## src/rtl/neopix_chan_sched.sv

```systemverilog
// Shares one WS2812 byte serializer between two buffered pixel channels: picks a channel
// holding a full frame (round-robin on contention), streams it, latches the line, then acks.
module neopix_chan_sched #(
  parameter int unsigned NUM_LEDS      = 2,
  parameter int unsigned MIN_LED_PULSE = 20000,
  parameter int unsigned ADDR_W        = 8
) (
  input  logic              clk,
  input  logic              rst,
  input  logic [1:0]        frame_rdy,
  output logic [1:0]        frame_ack,
  output logic              rd_sel,
  output logic [ADDR_W-1:0] rd_addr,
  input  logic [7:0]        rd_data,
  output logic [7:0]        ser_data,
  output logic              ser_valid,
  input  logic              ser_ready,
  input  logic              ser_busy,
  input  logic              ser_out,
  output logic [1:0]        do_out,
  output logic              busy,
  output logic              cur_ch
);

  localparam int unsigned FrameLen = NUM_LEDS * 3;
  localparam logic [ADDR_W-1:0] LastAddr = ADDR_W'(FrameLen - 1);
  localparam int unsigned CntW = (MIN_LED_PULSE > 1) ? $clog2(MIN_LED_PULSE) : 1;
  localparam logic [CntW-1:0] CntLast = CntW'(MIN_LED_PULSE - 1);

  typedef enum logic [2:0] {StIdle, StFetch, StLoad, StDrain, StLatch} state_e;

  state_e            state_q, state_d;
  logic              last_q, last_d;
  logic [1:0]        mask_q, mask_d;
  logic              cur_q, cur_d;
  logic [ADDR_W-1:0] addr_q, addr_d;
  logic [7:0]        data_q, data_d;
  logic              first_q, first_d;
  logic [CntW-1:0]   cnt_q, cnt_d;

  logic [1:0] eligible;
  logic       grant_valid;
  logic       grant_ch;
  logic       handshake;
  logic       latch_done;

  // Channel acked last cycle is held off for one cycle so its buffer can drop frame_rdy.
  always_comb begin
    eligible    = frame_rdy & ~mask_q;
    grant_valid = |eligible;
    grant_ch    = (eligible == 2'b11) ? ~last_q : eligible[1];
    handshake   = (state_q == StLoad) && ser_ready;
    latch_done  = (state_q == StLatch) && (cnt_q == CntLast);
  end

  // State register
  always_ff @(posedge clk) begin
    if (rst) begin
      state_q <= StIdle;
    end else begin
      state_q <= state_d;
    end
  end

  // Next-state logic
  always_comb begin
    state_d = state_q;
    unique case (state_q)
      StIdle:  if (grant_valid) state_d = StFetch;
      StFetch: state_d = StLoad;
      StLoad: begin
        if (handshake) state_d = (addr_q == LastAddr) ? StDrain : StFetch;
      end
      StDrain: if (!ser_busy) state_d = StLatch;
      StLatch: if (latch_done) state_d = StIdle;
      default: state_d = StIdle;
    endcase
  end

  // Datapath registers
  always_ff @(posedge clk) begin
    if (rst) begin
      last_q  <= 1'b1;
      mask_q  <= 2'b00;
      cur_q   <= 1'b0;
      addr_q  <= '0;
      data_q  <= 8'h00;
      first_q <= 1'b0;
      cnt_q   <= '0;
    end else begin
      last_q  <= last_d;
      mask_q  <= mask_d;
      cur_q   <= cur_d;
      addr_q  <= addr_d;
      data_q  <= data_d;
      first_q <= first_d;
      cnt_q   <= cnt_d;
    end
  end

  always_comb begin
    last_d  = last_q;
    mask_d  = frame_ack;
    cur_d   = cur_q;
    addr_d  = addr_q;
    data_d  = data_q;
    first_d = first_q;
    cnt_d   = cnt_q;
    unique case (state_q)
      StIdle: begin
        if (grant_valid) begin
          cur_d  = grant_ch;
          addr_d = '0;
        end
      end
      StFetch: first_d = 1'b1;
      StLoad: begin
        // rd_data is only guaranteed on the first LOAD cycle; keep a copy for stalls.
        if (first_q) begin
          data_d  = rd_data;
          first_d = 1'b0;
        end
        if (handshake && (addr_q != LastAddr)) addr_d = addr_q + 1'b1;
      end
      StDrain: cnt_d = '0;
      StLatch: begin
        cnt_d = cnt_q + 1'b1;
        if (latch_done) last_d = cur_q;
      end
      default: ;
    endcase
  end

  // Output logic
  always_comb begin
    busy      = (state_q != StIdle);
    ser_valid = (state_q == StLoad);
    ser_data  = 8'h00;
    do_out    = 2'b00;
    frame_ack = 2'b00;
    rd_sel    = cur_q;
    rd_addr   = addr_q;
    cur_ch    = cur_q;
    if (state_q == StLoad) ser_data = first_q ? rd_data : data_q;
    if ((state_q == StFetch) || (state_q == StLoad) || (state_q == StDrain)) begin
      do_out[cur_q] = ser_out;
    end
    frame_ack[cur_q] = latch_done;
  end

endmodule

```

## config.mk

```make
export PLATFORM = sky130hd
export DESIGN_NAME = neopix_chan_sched
export DESIGN_NICKNAME = d
export VERILOG_FILES = /design/src/rtl/neopix_chan_sched.sv
export SDC_FILE = /design/constraint.sdc
export NUM_CORES = 1
export LEC_CHECK = 0
export ABC_AREA = 1
export BUFFER_PORTS_ARGS = -buffer_cell sky130_fd_sc_hd__buf_4
export CAP_MARGIN = 20
export CELL_PAD_IN_SITES_DETAIL_PLACEMENT = 0
export CELL_PAD_IN_SITES_GLOBAL_PLACEMENT = 1
export CORE_MARGIN = 2
export CORE_UTILIZATION = 38
export DETAILED_ROUTE_END_ITERATION = 10
export GPL_TIMING_DRIVEN = 0
export PLACE_DENSITY = 0.9
export SKIP_LAST_GASP = 1
export SLEW_MARGIN = 20
export SYNTH_ARGS = -nofsm -noshare
export SYNTH_HDL_FRONTEND = slang
export SYNTH_SLANG_ARGS = --single-unit
export TNS_END_PERCENT = 20
```

## constraint.sdc

```tcl
create_clock -name clk -period 1.6 [get_ports clk]
set_clock_uncertainty 0.2 [all_clocks]
set_input_delay 0.16 -clock clk [delete_from_list [all_inputs] [get_ports clk]]
set_output_delay 0.16 -clock clk [all_outputs]
set_load 0.005 [all_outputs]
```

# After elaboration in Yosys (flattened, before gate mapping)
# Cells that the tools add are included.
totals:
  out_inout_bits: 24
  ff_bits: 39
  inputBits: 15
op_classes:
  add_sub_neg: 2
  bitwise_logic: 5
  n_mux: 17
  n_reduce_logical: 16
  eq_ne: 13
  n_lt_le_gt_ge: 2
op_table:
  columns: ["op", "n"]
  rows:
  - ["$mux W8", 4]
  - ["$pmux W15 S2", 1]
  - ["$pmux W8 S2", 1]
  - ["$add A15 B1 Y15 const B", 1]
  - ["$eq A15 B15 Y1 const B", 1]
  - ["$pmux W3 S5", 1]
  - ["$mux W3", 4]
  - ["$add A8 B1 Y8 const B", 1]
  - ["$eq A8 B3 Y1 const B", 1]
  - ["$ne A8 B3 Y1 const B", 1]
  - ["$and A2 B2 Y2", 3]
  - ["$eq A3 B2 Y1 const B", 2]
  - ["$ne A2 B2 Y1 const B", 3]
  - ["$reduce_bool A2 Y1", 3]
  - ["$logic_and A1 B1 Y1", 4]
  - ["$mux W2", 2]
  - ["$ne A2 B1 Y1 const B", 2]
  - ["$reduce_and A2 Y1", 2]
  - ["$reduce_and A4 Y1", 1]
  - ["$eq A3 B1 Y1 const B", 1]
  - ["$eq A3 B3 Y1 const B", 1]
  - ["$logic_not A3 Y1", 1]
  - ["$reduce_and A3 Y1", 1]
  - ["$reduce_bool A3 Y1", 1]
  - ["10 further kinds", 12]

# Depth between registers and ports, before layout
# Gate-level depths: netlist of run 1.
depth:
  ltp_word: 6
  ltp_mapped: 10
  mapped_depth_nobuf: 10

# Worst setup path after synthesis of run 1
# No wires, ideal clock.
synth_timing:
  path_type: "flip-flop to flip-flop"
  from: "register addr_q[1] (netlist: rd_addr[1])"
  to: "register addr_q[0] (netlist: rd_addr[0])"
  slack_ns: 0.114
  arrival_time_ns: 1.178
  stages_incl_launch_ff: 11
  path_buffers: 0
  cell_sequence: "dfxtp_1 inv_1 ha_1 nand3_1 nor2_1 nand2_1 nand2_1 nor2_4 nand2_1 nand2_1 inv_1"
synth_via:
  elab_chain_cells: 4
synth_lines:
  columns: ["item", "line_no", "source"]
  rows:
  - ["from (decl)", "36", "logic [ADDR_W-1:0] addr_q, addr_d;"]
  - ["from (signal assigned)", "94", "addr_q <= addr_d;"]
  - ["$ne A8 B3 Y1", "123", "if (handshake && (addr_q != LastAddr)) addr_d = addr_q + 1'b1;"]
  - ["$logic_and A1 B1 Y1", "123", null]
  - ["$ne A2 B1 Y1 (no source line)", null, null]
  - ["$reduce_and A3 Y1 (no source line)", null, null]
# Every way passes these cells.
# A chain may end at the register's enable or synchronous reset.

# Worst setup path after layout of run 1
layout_timing:
  from: "register cnt_q[0]"
  to: "output port frame_ack[0]"
layout_via:
  elab_chain_cells: 3
layout_lines:
  columns: ["item", "line_no", "source"]
  rows:
  - ["from (decl)", "39", "logic [CntW-1:0] cnt_q, cnt_d;"]
  - ["from (signal assigned)", "97", "cnt_q <= cnt_d;"]
  - ["$eq A15 B15 Y1", "53", "latch_done = (state_q == StLatch) && (cnt_q == CntLast);"]
  - ["$logic_and A1 B1 Y1", "53", null]
  - ["$and A2 B2 Y2 (no source line)", null, null]
  - ["to (decl)", "11", "output logic [1:0] frame_ack,"]
# Every way passes these cells.

==> impl_metrics.py, run 1 <==
metrics = {
    "routing": {
        "drt_iter0_drc": 128,
        "wirelength_um": 5830,
        "routedWlPerCell_um": 11.9,
        "vias": 2356,
        "vias_per_cell": 4.83,
        "firstDrtPassIters": 4,
        "drcViolationCount": 0,
        "antenna_left": 0,
    },
    "timing": {
        "maxSlewViolCount": 0,
        "period_needed_ns": 1.74,
        "fin_hold_ws_ns": 0.0368,
        "fin_crit_sh_pct": 109,
        "worstMarginPinSlew_ns": 0.638,
        "fmax_mhz": 575,
        "final.setup.tns_ns": -0.838,
        "rsz0062_at_grt": "yes",
        "setup_ws_ns": -0.140,
        "setup_viol": 19,
        "final-hold-violation-count": 0,
        "slew_headroom_pct": 57.5,
    },
    "worst_setup_path": {
        "crit_path_max_fanout": 2,
        "crit_type": "flip-flop to primary output",
        "crit_path_end_kind": "primary output",
        "arrival_ns": 1.38,
        "worstPathRequired_ns": 1.24,
        "crit_path_start_kind": "flip-flop",
    },
    "floorplan": {
        "initial_core_util_pct": 39.5,
        "core_area_um2": 5510,
        "boundaryPins": 39,
        "die_y_um": 79.7,
        "fp.dieW_um": 79.7,
        "core.rowCount": 27,
        "die_area_um2": 6350,
    },
    "synth": {
        "ys_types": 28,
        "synth_nets": 365,
        "ys_warn_count": 0,
        "synth.avg_cell_area_um2": 6.27,
        "ys_ff_latch": 39,
        "synth_area_um2": 2180,
        "syn_inst": 347,
        "ys_seq_area_share_pct": 35.9,
    },
    "clocking": {
        "path_clk_slew_ns": 0.08,
        "clock_path_buffers": 2,
        "cts-root-buf": "clkbuf_8",
        "clk_latency_ns": 0.30,
        "cts_buffers": 5,
        "h-tree-depth": 2,
        "cts_tree": "built",
        "clock-sinks": 39,
    },
    "placement": {
        "portBuffers": 37,
        "place.gp.congestion": 0.886,
        "dpl.hpwl_um": 3840,
        "dp_cells": 456,
    },
    "global_route": {
        "grt.overflow.total": 0,
        "grt_max_degree": 13,
        "grt_pass1_vias": 2044,
        "antenna_found_initial": 0,
        "grt_pass1_wl_um": 9320,
        "grt_usage_pct": 18.8,
    },
    "finish": {
        "fin_cells": 488,
        "final_net_count": 433,
        "area_growth_pct": 42.3,
        "n_antenna_cell": 0,
        "drive_above_1_share_pct": 33.2,
    },
    "pwr": {
        "peakVddDrop_uv": 513,
        "power_w": 0.00374,
        "leakage_nw": 1.32,
        "power_density_nw_per_um2": 1210,
    },
    "outcome": {
        "violations": "setup timing",
        "status": "complete, but fails checks",
    },
    "worst_hold_path": {
        "min_path_type": "primary input to flip-flop",
    },
    "flow_run": {
        "cap_violations": 0,
    },
}
==> placed cells by master, fill, tap and decap left out, types with 3 or more instances in the layout <==
cell and n:
nand2_1 100, buf_4 59, inv_1 39, nor2_1 30, dfxtp_1 27, a21oi_1 24
nand3_1 16, o21ai_0 11, nor3_1 11, inv_2 10, nor2_4 8, nand2_2 7
dfxtp_2 7, nor2_2 6, clkbuf_8 6, buf_6 6, a21oi_2 5, dfxtp_4 5
nand2_4 4, clkbuf_1 4, nand3_2 3, a21oi_4 3, nand4_1 3, a22oi_1 3
==> worst max-delay path: stages (launching register included) <==
cell and delay (ns):
dfxtp_2 0.35, ha_4 0.15, nand3_4 0.10, nor2_4 0.12
nand3_2 0.09, inv_2 0.08, nand2_2 0.07, inv_2 0.05
buf_6 0.08
==> power by group <==
part	switching [W]	internal (W)
clock	0.000358	0.000505
sequential	0.000112	0.00108
combinational	0.000974	0.000709
total	0.00144	0.00229
==> kinds of logic after synthesis <==
family / count (synthesis) / share of synthesized area (%)
buffers and inverters: 61 / 11.2
AO/OA/AOI/OAI: 50 / 12.3
AND/OR/NAND/NOR: 193 / 38.5
flip-flops: 39 / 35.9
adder cells (fa/ha/maj): 3 / 1.72
XOR/XNOR: 1 / 0.402
==> layer usage <==
metal / global-route usage, % / share of wire [%] / up-vias
met4: 4.31 / 1.3 / 0
met1: 23.6 / 45 / 1062
li1: - / - / 1234
met5: 0 / 0 / -
met3: 4.07 / 5.2 / 8
met2: 32.6 / 49 / 52
==> synth_stat cells <==
| library cell | count | area, um^2 |
|---|---|---|
| clkbuf_1 | 4 | 15.0 |
| buf_4 | 3 | 22.5 |
| nand3b_1 | 2 | 15.0 |
| nor2_1 | 37 | 139 |
| nand2_4 | 1 | 11.3 |
| nor3b_1 | 1 | 7.51 |
| a21oi_1 | 32 | 160 |
| inv_1 | 45 | 169 |
| nand4_1 | 3 | 18.8 |
| o2111ai_1 | 1 | 8.76 |
| buf_2 | 3 | 15.0 |
| a211oi_1 | 1 | 7.51 |
| clkinv_1 | 1 | 3.75 |
| nor2_2 | 4 | 25.0 |
| xor2_1 | 1 | 8.76 |
| o21ai_0 | 11 | 55.1 |
| nand2_1 | 108 | 405 |
| o21bai_1 | 1 | 7.51 |
| dfxtp_1 | 39 | 781 |
| a22oi_1 | 3 | 22.5 |
| nand3_1 | 19 | 95.1 |
| nor2_4 | 3 | 33.8 |
| nand2_2 | 2 | 12.5 |
| a31oi_1 | 1 | 6.26 |
| ha_1 | 3 | 37.5 |
| nand3_2 | 2 | 20.0 |
| inv_2 | 5 | 18.8 |
| nor3_1 | 11 | 55.1 |
==> per-stage QoR <==
step | util (%) | worst slack (ns) | area (um^2)
after CTS | 54.0 | -0.118 | 2970
after global routing | 56.3 | -0.210 | 3100
after floorplan | - | 0.114 | 2180
final | 56.3 | -0.140 | 3100
after global placement | 46.2 | -0.0798 | 2540
after detailed placement | 46.2 | -0.0927 | 2540
==> path summary, 6_finish.rpt <==
kind              startpoint           end  slack [ns]  cells after the start
setup / recovery    cnt_q[0]  frame_ack[0]       -0.14                      8
hold / removal    rd_data[5]     data_q[5]        0.04                      5
setup reg to reg    cnt_q[5]    state_q[1]       -0.06                     10
hold reg to reg    data_q[0]     data_q[0]        0.27                      2
==> sequential cells by signal, indices dropped and copies added (netlist names) <==
signal / count
rd_addr: 8
cur_ch: 1
data_q: 8
last_q: 1
cnt_q: 15
state_q: 3
first_q: 1
mask_q: 2
==> repair_timing <==
action	in CTS	in global routing
setup endpoints to repair	29	34
hold buffers	0	0
setup buffers	18	6
pin swaps	8	15
resized for setup	55	26
==> area by class of cell <==
| class | instances | area [um^2] |
|---|---|---|
| Timing Repair Buffer | 61 | 480 |
| Clock inverter | 2 | 35.0 |
| Inverter | 51 | 201 |
| Tap cell | 72 | 90.1 |
| Fill cell | 554 | 2410 |
| Clock buffer | 6 | 82.6 |
| Multi-Input combinational cell | 247 | 1330 |
| Sequential cell | 39 | 808 |
| Buffer | 10 | 75.1 |
Power figures use the tool's default switching activity.
==> run 2: changes to the inputs <==
--- a/config.mk
+++ b/config.mk
@@ -5,16 +5,17 @@
 export SDC_FILE = /design/constraint.sdc
 export NUM_CORES = 1
 export LEC_CHECK = 0
-export ABC_AREA = 1
 export BUFFER_PORTS_ARGS = -buffer_cell sky130_fd_sc_hd__buf_4
 export CAP_MARGIN = 20
 export CELL_PAD_IN_SITES_DETAIL_PLACEMENT = 0
 export CELL_PAD_IN_SITES_GLOBAL_PLACEMENT = 1
 export CORE_MARGIN = 2
-export CORE_UTILIZATION = 38
+export CORE_UTILIZATION = 40
+export CTS_CLUSTER_DIAMETER = 200
 export DETAILED_ROUTE_END_ITERATION = 10
 export GPL_TIMING_DRIVEN = 0
-export PLACE_DENSITY = 0.9
+export PLACE_DENSITY = 0.89
+export SETUP_SLACK_MARGIN = 0.5
 export SKIP_LAST_GASP = 1
 export SLEW_MARGIN = 20
 export SYNTH_ARGS = -nofsm -noshare
==> impl_metrics.py, run 2 <==
metrics = {
    "worst_hold_path": {
        "worstHoldStart": "ser_ready",
        "min_path_type": "primary input to flip-flop",
        "hold_path_depth": 2,
        "holdPathEnd": "state_q[1]",
    },
    "placement": {
        "dp_cells": 366,
        "placed_cell_area_um2": 2560,
        "place.gp.congestion": 0.783,
        "portBuffers": 38,
        "dpl.hpwl_um": 3910,
    },
    "timing": {
        "final-hold-violation-count": 2,
        "worstMarginPinSlew_ns": 0.642,
        "rsz0062_at_grt": "yes",
        "final.setup.tns_ns": -6.45,
        "slew_headroom_pct": 57.2,
        "period_needed_ns": 1.95,
        "fmax_mhz": 513,
        "setup_ws_ns": -0.349,
        "fin_crit_sh_pct": 122,
        "maxSlewViolCount": 0,
        "fin_hold_ws_ns": -0.0826,
        "setup_viol": 44,
    },
    "finish": {
        "layout_common_cells": "buf_4 (59), dfxtp_1 (30), nand2_1 (28)",
        "largest_reg_flops": 15,
        "final_common_cell": "buf_4",
        "largest-register": "cnt_q",
        "drive_above_1_share_pct": 39.1,
        "final_net_count": 357,
        "n_antenna_cell": 0,
        "fin_cells": 410,
        "area_growth_pct": 49.3,
        "postLayoutCoreUtil_pct": 61.6,
        "fill_cells": 465,
        "design_area_um2": 3130,
    },
    "clocking": {
        "clk_latency_ns": 0.29,
        "hold_buffers": 9,
        "cts-root-buf": "clkbuf_8",
        "clock-sinks": 39,
        "path_clk_slew_ns": 0.07,
        "cts_buffers": 5,
        "clock_path_buffers": 2,
        "h-tree-depth": 2,
        "cts_tree": "built",
    },
    "global_route": {
        "grt_max_degree": 12,
        "grt_pass1_wl_um": 9800,
        "antenna_found_initial": 0,
        "grt.overflow.total": 0,
        "grt_pass1_vias": 1977,
        "grt_usage_pct": 20.3,
    },
    "synth": {
        "synth_most_common_cell": "dfxtp_1",
        "yosysTopAreaCellShare_pct": 37.3,
        "synth.avg_cell_area_um2": 8.12,
        "ys_warn_count": 0,
        "syn_inst": 258,
        "synth_flop_cell": "dfxtp_1",
        "ys_seq_area_share_pct": 37.3,
        "synth_nets": 276,
        "synth_largest_area_cell": "dfxtp_1",
        "netlist_top_cells_count": "dfxtp_1 (39), nand2_1 (29), a21oi_1 (22)",
        "synth.area.top_cells": "dfxtp_1 (37%), a21oi_1 (5.3%), nand2_1 (5.2%)",
        "synthArstFlopShare_pct": 0,
        "ys_types": 51,
        "ys_ff_latch": 39,
        "synth_area_um2": 2090,
        "synth_edf_count": 0,
    },
    "worst_setup_path": {
        "crit_type": "flip-flop to primary output",
        "r2r_slack_ns": -0.20,
        "crit-reg2reg-launch": "rd_addr[1]",
        "arrival_ns": 1.59,
        "worstPathRequired_ns": 1.24,
        "r2r_end": "rd_addr[6]",
        "r2r_cells": 6,
        "crit_path_start_kind": "flip-flop",
        "crit_path_end_kind": "primary output",
        "crit_path_max_fanout": 3,
    },
    "routing": {
        "vias": 2258,
        "drt_iter0_drc": 124,
        "antenna_left": 0,
        "wirelength_um": 6380,
        "drcViolationCount": 0,
        "vias_per_cell": 5.51,
        "routedWlPerCell_um": 15.6,
        "firstDrtPassIters": 4,
    },
    "floorplan": {
        "boundaryPins": 39,
        "core_area_um2": 5070,
        "die_area_um2": 5830,
        "fp.dieW_um": 76.4,
        "die_y_um": 76.4,
        "initial_core_util_pct": 41.3,
        "core.rowCount": 26,
    },
    "pwr": {
        "leakage_nw": 1.15,
        "power_density_nw_per_um2": 674,
        "peakVddDrop_uv": 351,
    },
    "outcome": {
        "violations": "hold timing, setup timing",
        "status": "complete, but fails checks",
    },
    "flow_run": {
        "cap_violations": 0,
    },
}
run 2: cell count changes after synthesis, moves of 6 or more:
cell / change
nand4_1: +11
inv_1: -42
nor2_1: -17
o211ai_1: +6
nand2_1: -79
mux2i_1: +10
a21oi_1: -10
run 2: how the worst max path moves through the flow:
stage                          start      endpoint  slack (ns)  depth (start not counted)
after CTS                   cnt_q[5]  frame_ack[1]       -0.32                          6
after floorplan           rd_addr[1]    rd_addr[6]       -0.14                          6
after global routing        cnt_q[5]  frame_ack[1]       -0.44                          6
after global placement    state_q[2]      cnt_q[7]       -0.26                          5
final                       cnt_q[5]  frame_ack[1]       -0.35                          6
after detailed placement  state_q[2]      cnt_q[7]       -0.32                          5
run 2: stage by stage:
stage	setup WS [ns]	power, W
final	-0.349	0.00211
after global routing	-0.444	0.00220
after CTS	-0.324	0.00205
after detailed placement	-0.318	0.00135
after global placement	-0.264	0.00135
after floorplan	-0.139	0.00123
run 2: layer usage:
metal  vias up  part of all wire [%]  track usage [%]
met1      1055                    47             28.5
met3         6                   5.2             4.03
li1       1132                     -                -
met2        65                    47             31.8
met5         -                     0                0
met4         0                   1.1             5.45
run 2: power by group:
| group | switching [W] | leakage, nW | total, W | internal, W |
|---|---|---|---|---|
| Sequential | 0.0000180 | 0.320 | 0.00100 | 0.000984 |
| Clock | 0.000344 | 0.0422 | 0.000651 | 0.000306 |
| Combinational | 0.000235 | 0.791 | 0.000456 | 0.000221 |
run 2: critical path, stage by stage (launching register included):
cell	delay [ns]
dfxtp_2	0.32
buf_8	0.11
nor4b_4	0.23
nand3_2	0.15
or2_4	0.30
nor2_2	0.07
buf_4	0.11
run 2: cell families (layout without fill, tap and decap cells):
family / count (synthesis) / in the layout / share of synthesized area (%)
multiplexers: 10 / 10 / 4.78
AO/OA/AOI/OAI: 57 / 58 / 17.4
flip-flops: 39 / 39 / 37.3
adder cells (fa/ha/maj): 3 / 3 / 1.79
AND/OR/NAND/NOR: 126 / 126 / 33.1
buffers and inverters: 23 / 104 / 5.61
run 2: what timing repair did:
item                       in CTS  in global routing
cloned                          1                  1
setup buffers                  10                 15
resized for setup              20                 32
setup endpoints to repair      63                 63
hold endpoints to repair       12                  1
pin swaps                      10                 14
run 2: layout make-up:
cell class	instances	area, um^2	area share (%)
Multi-Input combinational cell	197	1400	44.6
Clock buffer	7	76.3	2.44
Clock inverter	1	5.00	0.160
Sequential cell	39	802	25.6
Tap cell	70	87.6	2.80
Buffer	18	141	4.52
Inverter	5	22.5	0.720
Timing Repair Buffer	73	597	19.1
